$ cat src/rtl/tapped_delay_pipe_if.sv
// tapped_delay_pipe_if: sample input and registered tap output of the delay pipe
interface tapped_delay_pipe_if #(parameter int WIDTH = 8);
    logic             in_valid;
    logic [WIDTH-1:0] in_data;
    logic             out_valid;
    logic [WIDTH-1:0] out_data;
    modport master (output in_valid, in_data, input out_valid, out_data);
    modport slave (input in_valid, in_data, output out_valid, out_data);
endinterface

$ cat src/rtl/tapped_delay_pipe.sv
// tapped_delay_pipe: registered tapped delay line with stall, flush, selectable tap and occupancy
module tapped_delay_pipe #(
    parameter int WIDTH = 8,
    parameter int DEPTH = 4,
    parameter int SEL_W = $clog2(DEPTH),
    parameter int CNT_W = $clog2(DEPTH + 1)
) (
    input  logic                   clk,
    input  logic                   rst,
    tapped_delay_pipe_if.slave     bus,
    input  logic                   en,
    input  logic                   flush,
    input  logic [SEL_W-1:0]       tap_sel,
    output logic [DEPTH*WIDTH-1:0] taps,
    output logic [DEPTH-1:0]       taps_valid,
    output logic [CNT_W-1:0]       occupancy,
    output logic                   drop
);
    localparam int NSEL = 1 << SEL_W;
    // selects beyond the last stage read a constant zero slot
    logic [NSEL-1:0]  sel_v;
    logic [WIDTH-1:0] sel_d [NSEL];
    for (genvar i = 0; i < NSEL; i++) begin : g_sel
        if (i < DEPTH) begin : g_in
            assign sel_v[i] = taps_valid[i];
            assign sel_d[i] = taps[i*WIDTH +: WIDTH];
        end else begin : g_pad
            assign sel_v[i] = 1'b0;
            assign sel_d[i] = '0;
        end
    end
    always_ff @(posedge clk or posedge rst) begin
        if (rst) begin
            taps          <= '0;
            taps_valid    <= '0;
            occupancy     <= '0;
            drop          <= 1'b0;
            bus.out_valid <= 1'b0;
            bus.out_data  <= '0;
        end else begin
            drop          <= en & ~flush & taps_valid[DEPTH-1];
            bus.out_valid <= ~flush & sel_v[tap_sel];
            bus.out_data  <= sel_d[tap_sel];
            if (flush) begin
                taps_valid <= '0;
                occupancy  <= '0;
            end else if (en) begin
                taps_valid <= {taps_valid[DEPTH-2:0], bus.in_valid};
                taps       <= {taps[(DEPTH-1)*WIDTH-1:0], bus.in_data};
                occupancy  <= occupancy + CNT_W'(bus.in_valid) - CNT_W'(taps_valid[DEPTH-1]);
            end
        end
    end
endmodule

$ cat src/flat_wrapper.sv
// flat-port wrapper written by rule: the top's interface ports become plain ports
module tapped_delay_pipe_flat 
#(
    parameter int WIDTH = 8,
    parameter int DEPTH = 4,
    parameter int SEL_W = $clog2(DEPTH),
    parameter int CNT_W = $clog2(DEPTH + 1)
)
  (clk, rst, en, flush, tap_sel, taps, taps_valid, occupancy, drop, bus_in_valid, bus_in_data, bus_out_valid, bus_out_data);
  tapped_delay_pipe_if #(.WIDTH(WIDTH)) bus_i ();
  input  logic clk;
  input  logic rst;
  input  logic en;
  input  logic flush;
  input  logic [SEL_W-1:0] tap_sel;
  output logic [DEPTH*WIDTH-1:0] taps;
  output logic [DEPTH-1:0] taps_valid;
  output logic [CNT_W-1:0] occupancy;
  output logic drop;
  input wire logic [$bits(bus_i.in_valid)-1:0] bus_in_valid;
  input wire logic [$bits(bus_i.in_data)-1:0] bus_in_data;
  output wire logic [$bits(bus_i.out_valid)-1:0] bus_out_valid;
  output wire logic [$bits(bus_i.out_data)-1:0] bus_out_data;
  assign bus_i.in_valid = bus_in_valid;
  assign bus_i.in_data = bus_in_data;
  assign bus_out_valid = bus_i.out_valid;
  assign bus_out_data = bus_i.out_data;
  tapped_delay_pipe #(.WIDTH(WIDTH), .DEPTH(DEPTH), .SEL_W(SEL_W), .CNT_W(CNT_W)) u_core (.clk(clk), .rst(rst), .bus(bus_i), .en(en), .flush(flush), .tap_sel(tap_sel), .taps(taps), .taps_valid(taps_valid), .occupancy(occupancy), .drop(drop));
endmodule
$ cat config.mk
export PLATFORM = sky130hd
export DESIGN_NAME = tapped_delay_pipe_flat
export DESIGN_NICKNAME = d
export VERILOG_FILES = /design/src/rtl/tapped_delay_pipe_if.sv /design/src/rtl/tapped_delay_pipe.sv /design/src/flat_wrapper.sv
export SDC_FILE = /design/constraint.sdc
export NUM_CORES = 1
export LEC_CHECK = 0
export CORE_ASPECT_RATIO = 1.4
export CORE_MARGIN = 3
export CORE_UTILIZATION = 46
export CTS_CLUSTER_DIAMETER = 200
export DETAILED_ROUTE_END_ITERATION = 10
export PLACE_DENSITY = 0.78
export SLEW_MARGIN = 20
export SYNTH_ARGS = -nofsm -noshare
export SYNTH_HDL_FRONTEND = slang
export SYNTH_SLANG_ARGS = --single-unit
$ cat constraint.sdc
create_clock -name clk -period 2.1 [get_ports clk]
set_clock_uncertainty 0.05 [all_clocks]
set_input_delay 0.315 -clock clk [delete_from_list [all_inputs] [get_ports clk]]
set_output_delay 0.315 -clock clk [all_outputs]
set_load 0.02 [all_outputs]
**After elaboration in Yosys (flattened, before gate mapping)**

Index checks and enable logic that the tools add are counted.

- Register bits after elaboration: 49
- Bits of input ports: 15
- Output and inout port bits: 49

- $add $sub $neg: 2
- Magnitude comparators: 2
- Mux-type cells: 9
- Bitwise gates (word level): 5
- Reductions and logical operators: 2

Operators with widths:

| kind | number |
|---|---|
| 8-bit binary-select mux with 2-bit select | 1 |
| 8-bit 2-to-1 mux | 2 |
| 4-bit 2-to-1 mux | 2 |
| 3-bit 2-to-1 mux | 2 |
| 3-bit by 1-bit adder with 3-bit output | 1 |
| 1-bit AND | 3 |
| 3-bit >= comparator, second input constant | 1 |
| 2-bit by 3-bit < comparator with 1-bit output, second input constant | 1 |
| 2-bit NOT with 3-bit output | 1 |
| 3-bit by 1-bit subtractor with 3-bit output | 1 |
| 1-bit binary-select mux with 2-bit select | 1 |
| 2-bit AND reduction | 1 |
| 2-bit nonzero test | 1 |
| 1-bit 2-to-1 mux | 1 |
| 1-bit NOT | 1 |

**Longest topological paths before layout**

- Depth after elaboration: 4
- Depth in mapped cells: 9
- Gate-level depth less buffers: 9

**Worst setup path before layout**

OpenSTA, ideal clock, no wires.

- Path type: register to register
- Start: register u_core.taps_valid[3]
- End: register u_core.occupancy[2]
- Setup time: 0.120 ns
- Data arrival time: 1.796 ns
- Data required time: 1.930 ns
- Slack: 0.134 ns
- Cell stages (with the launch flop): 9
- Buffers on the path: 0
- Period minus slack after synthesis: 1.966 ns
- Cells stage by stage: dfrtp_1 > ha_1 > inv_1 > ha_1 > inv_1 > fa_1 > xor2_1 > a21oi_1 > a31o_2

- Longest elaborated chain between the ends: 3

RTL lines:

| element | line | RTL |
|---|---|---|
| from (decl) | tapped_delay_pipe.sv:15 | `output logic [DEPTH-1:0] taps_valid,` |
| from (signal assigned) | tapped_delay_pipe.sv:48 | `taps_valid <= {taps_valid[DEPTH-2:0], bus.in_valid};` |
| 3-bit by 1-bit subtractor with 3-bit output | tapped_delay_pipe.sv:50 | `occupancy <= occupancy + CNT_W'(bus.in_valid) - CNT_W'(taps_valid[DEPTH-1]);` |
| 3-bit 2-to-1 mux | tapped_delay_pipe.sv:47 | `end else if (en) begin` |
| 3-bit 2-to-1 mux | tapped_delay_pipe.sv:44 | `if (flush) begin` |
| to (signal assigned) | tapped_delay_pipe.sv:50 |  |
| to (decl) | tapped_delay_pipe.sv:16 | `output logic [CNT_W-1:0] occupancy,` |

Every way passes these cells. The select of a mux whose other input is x is not followed.
A chain may end at the register's enable or synchronous reset.

**Worst setup path after layout**

Ends and elaborated chain as after synthesis.

==> impl_metrics.yaml <==
power_and_ir_drop:
  power_density_nw_per_um2: 1067
  ir_drop_v: 0.0007914
  leakagePower_nw: 1.387
drt:
  drc: 0
  first_pass_iters: 4
  routedWlPerCell_um: 16.96
  vias: 1275
  postRouteAntennaNets: 0
  drt-total-wl_mm: 4.426
  via_per_inst: 4.885
  drt_iter0_drc: 40
die:
  die_area_um2: 5609
  initial_core_util_pct: 48.03
  dieHeight_um: 87.43
  num_rows: 29
  coreArea_um2: 4536
  num_io_pins: 64
  die_width_um: 64.16
global_routing:
  grt_antenna_before_repair: 0
  grt_pass1_vias: 1415
  grt-ovfl-total: 0
  grt_max_degree: 24
  track_usage_pct: 16.74
  grt_pass1_wl_mm: 7.189
critical_path:
  crit_required_ps: 2230
  critPathMaxFanout: 2
  crit_chain: "ha_1, inv_1, ha_1, inv_1, fa_1, xor2_1, a21oi_1, a31o_2"
  r2r_slack_ps: 140
  cpPeakStageDelay_ps: 420
  critPathSlowestCell: "dfrtp_2"
  r2r-start: "u_core.taps_valid[3]"
  critPathKind: "reg -> reg"
  cp-end-kind: "flop"
  critical_path.startpoint: "u_core.taps_valid[3]"
  arrival_ps: 2090
  start_kind: "flop"
logic_synthesis:
  yosysUniqueCellTypes: 18
  yosysWarnings: 0
  synth_seq_cells: 49
  syn_area_per_cell_um2: 17.15
  netlist_instances: 127
  synth_area_um2: 2178
  synth_fp_nets: 145
  yosysSeqAreaShare_pct: 56.29
sta:
  fin_setup_tns_ps: 0
  worst_pin_slew_ps: 457.0
  slew_violations: 0
  maxSlewHeadroom_pct: 69.49
  max_freq_mhz: 509.0
  final_hold_viol_count: 0
  timing.final.crit_period_ps: 1965
  finalCritPeriodShare_pct: 93.55
  final-setup-viol-count: 0
  rsz0062_at_grt: "false"
finish:
  fillers: 329
  finish.utilization_pct: 65.88
  drive_gt1_share_pct: 30.65
  n_antenna_cell: 0
  syn_to_final_growth_pct: 37.16
  fin_nets: 217
clock_network:
  cts_hold_buf: 0
  cts_root_buffer: "clkbuf_8"
  cts.reportedPaths.clkPinSlew_ps: 80
  clock_latency_ps: 290
  cts_inserted_buffers: 5
  htreeDepth: 2
  clock-sinks: 49
  cts_tree: "built"
  cts_max_path_buffers: 2
place:
  place_hpwl_mm: 3.191
  portBuffers: 63
  gp_congestion: 0.7967
worst_hold_path:
  hold_path.class: "in -> async"
run:
  drv_cap: 0
outcome:
  status: "finished, final reports clean"
-- final timing paths --
kind                                  endpoint  cells after the start
max in group asynchronous      u_core.taps[12]                      3
min reg2reg                    u_core.taps[24]                      1
min in group clk               u_core.taps[24]                      1
min                        u_core.occupancy[1]                      2
max reg2reg                u_core.occupancy[2]                      8
max                        u_core.occupancy[2]                      8
-- critical path, delay by kind of cell (launching register included) --
kind	cells	cell delay (ps)
adders and majority gates	3	810
DFF	1	420
AOI/OAI and AO/OA	2	300
xor gates and xnor gates	1	180
buffers and inverters	2	110
-- power breakdown --
group | internal (mW) | switching (mW)
sequential | 1.18 | 0.205
combinational | 0.740 | 0.521
clock | 0.262 | 0.283
-- Yosys cell counts (all sizes together) --
cell	n	area [µm²]
fa	1	20.02
nor2	8	30.03
ha	2	25.02
a31o	1	8.760
inv	6	22.52
xor2	1	8.760
a21oi	1	5.000
mux2	32	469.2
nand2b	2	20.02
dfrtp	49	1226
mux2i	6	60.06
mux4	9	202.7
buf	8	73.82
nor2b	1	6.260
-- cells by family after synthesis --
kind of cell / share of synthesized area (%)
xor+xnor: 0.4021
flops: 56.29
mux: 33.60
fa+ha+maj: 2.068
buf+inv: 4.423
simple gates: 2.585
compound gates: 0.6317
-- per-layer routing --
layer / global-route usage (%) / wire [µm] / vias to the layer above
met5: 0 / 0 / -
met4: 4.038 / 19 / 0
met3: 4.910 / 265 / 2
met2: 27.94 / 2264 / 48
met1: 21.55 / 1877 / 644
li1: - / - / 581
-- stage by stage --
stage | area, µm² | instances | worst slack (ps) | hold WS [ps] | total power [mW]
after global placement | 2893 | 253 | 119.8 | 469.8 | 2.629
after detailed placement | 2893 | 253 | 86.67 | 478.4 | 2.664
final | 2988 | 261 | 135.4 | 302.7 | 3.187
after CTS | 2979 | 260 | 90.74 | 316.0 | 3.221
after floorplan | 2178 | 127 | 134.1 | 413.5 | 2.055
after global routing | 2988 | 261 | 16.33 | 353.8 | 3.335
-- timing repair --
action                     CTS  global route
gates resized for setup      0             1
setup endpoints to repair    0             1
buffers inserted             0             1
-- area by class of cell --
type	instances	area, µm²	share of cell area (%)
clock buffers	7	86.33	2.889
well taps	62	77.57	2.596
inverters	6	22.52	0.7538
flip-flops and latches	49	1227	41.08
repair buffers	73	718.2	24.04
multi-input cells	64	855.8	28.64
-- state kept, by name, indices dropped and copies added, names as in the netlist --
name                  count
u_core.taps              32
u_core.bus.out_data       8
u_core.taps_valid         4
u_core.occupancy          3
u_core.drop               1
u_core.bus.out_valid      1
-- cells in the final DEF (no fill, tap or decap), drive strengths merged --
cell / instances
a21oi: 1
mux4: 9
clkdlybuf4s50: 63
nor2: 8
xor2: 1
nand2b: 2
clkbuf: 7
buf: 10
a31o: 1
mux2i: 6
fa: 1
inv: 6
dfrtp: 49
mux2: 32
nor2b: 1
ha: 2
Power figures use the tool's default switching activity.
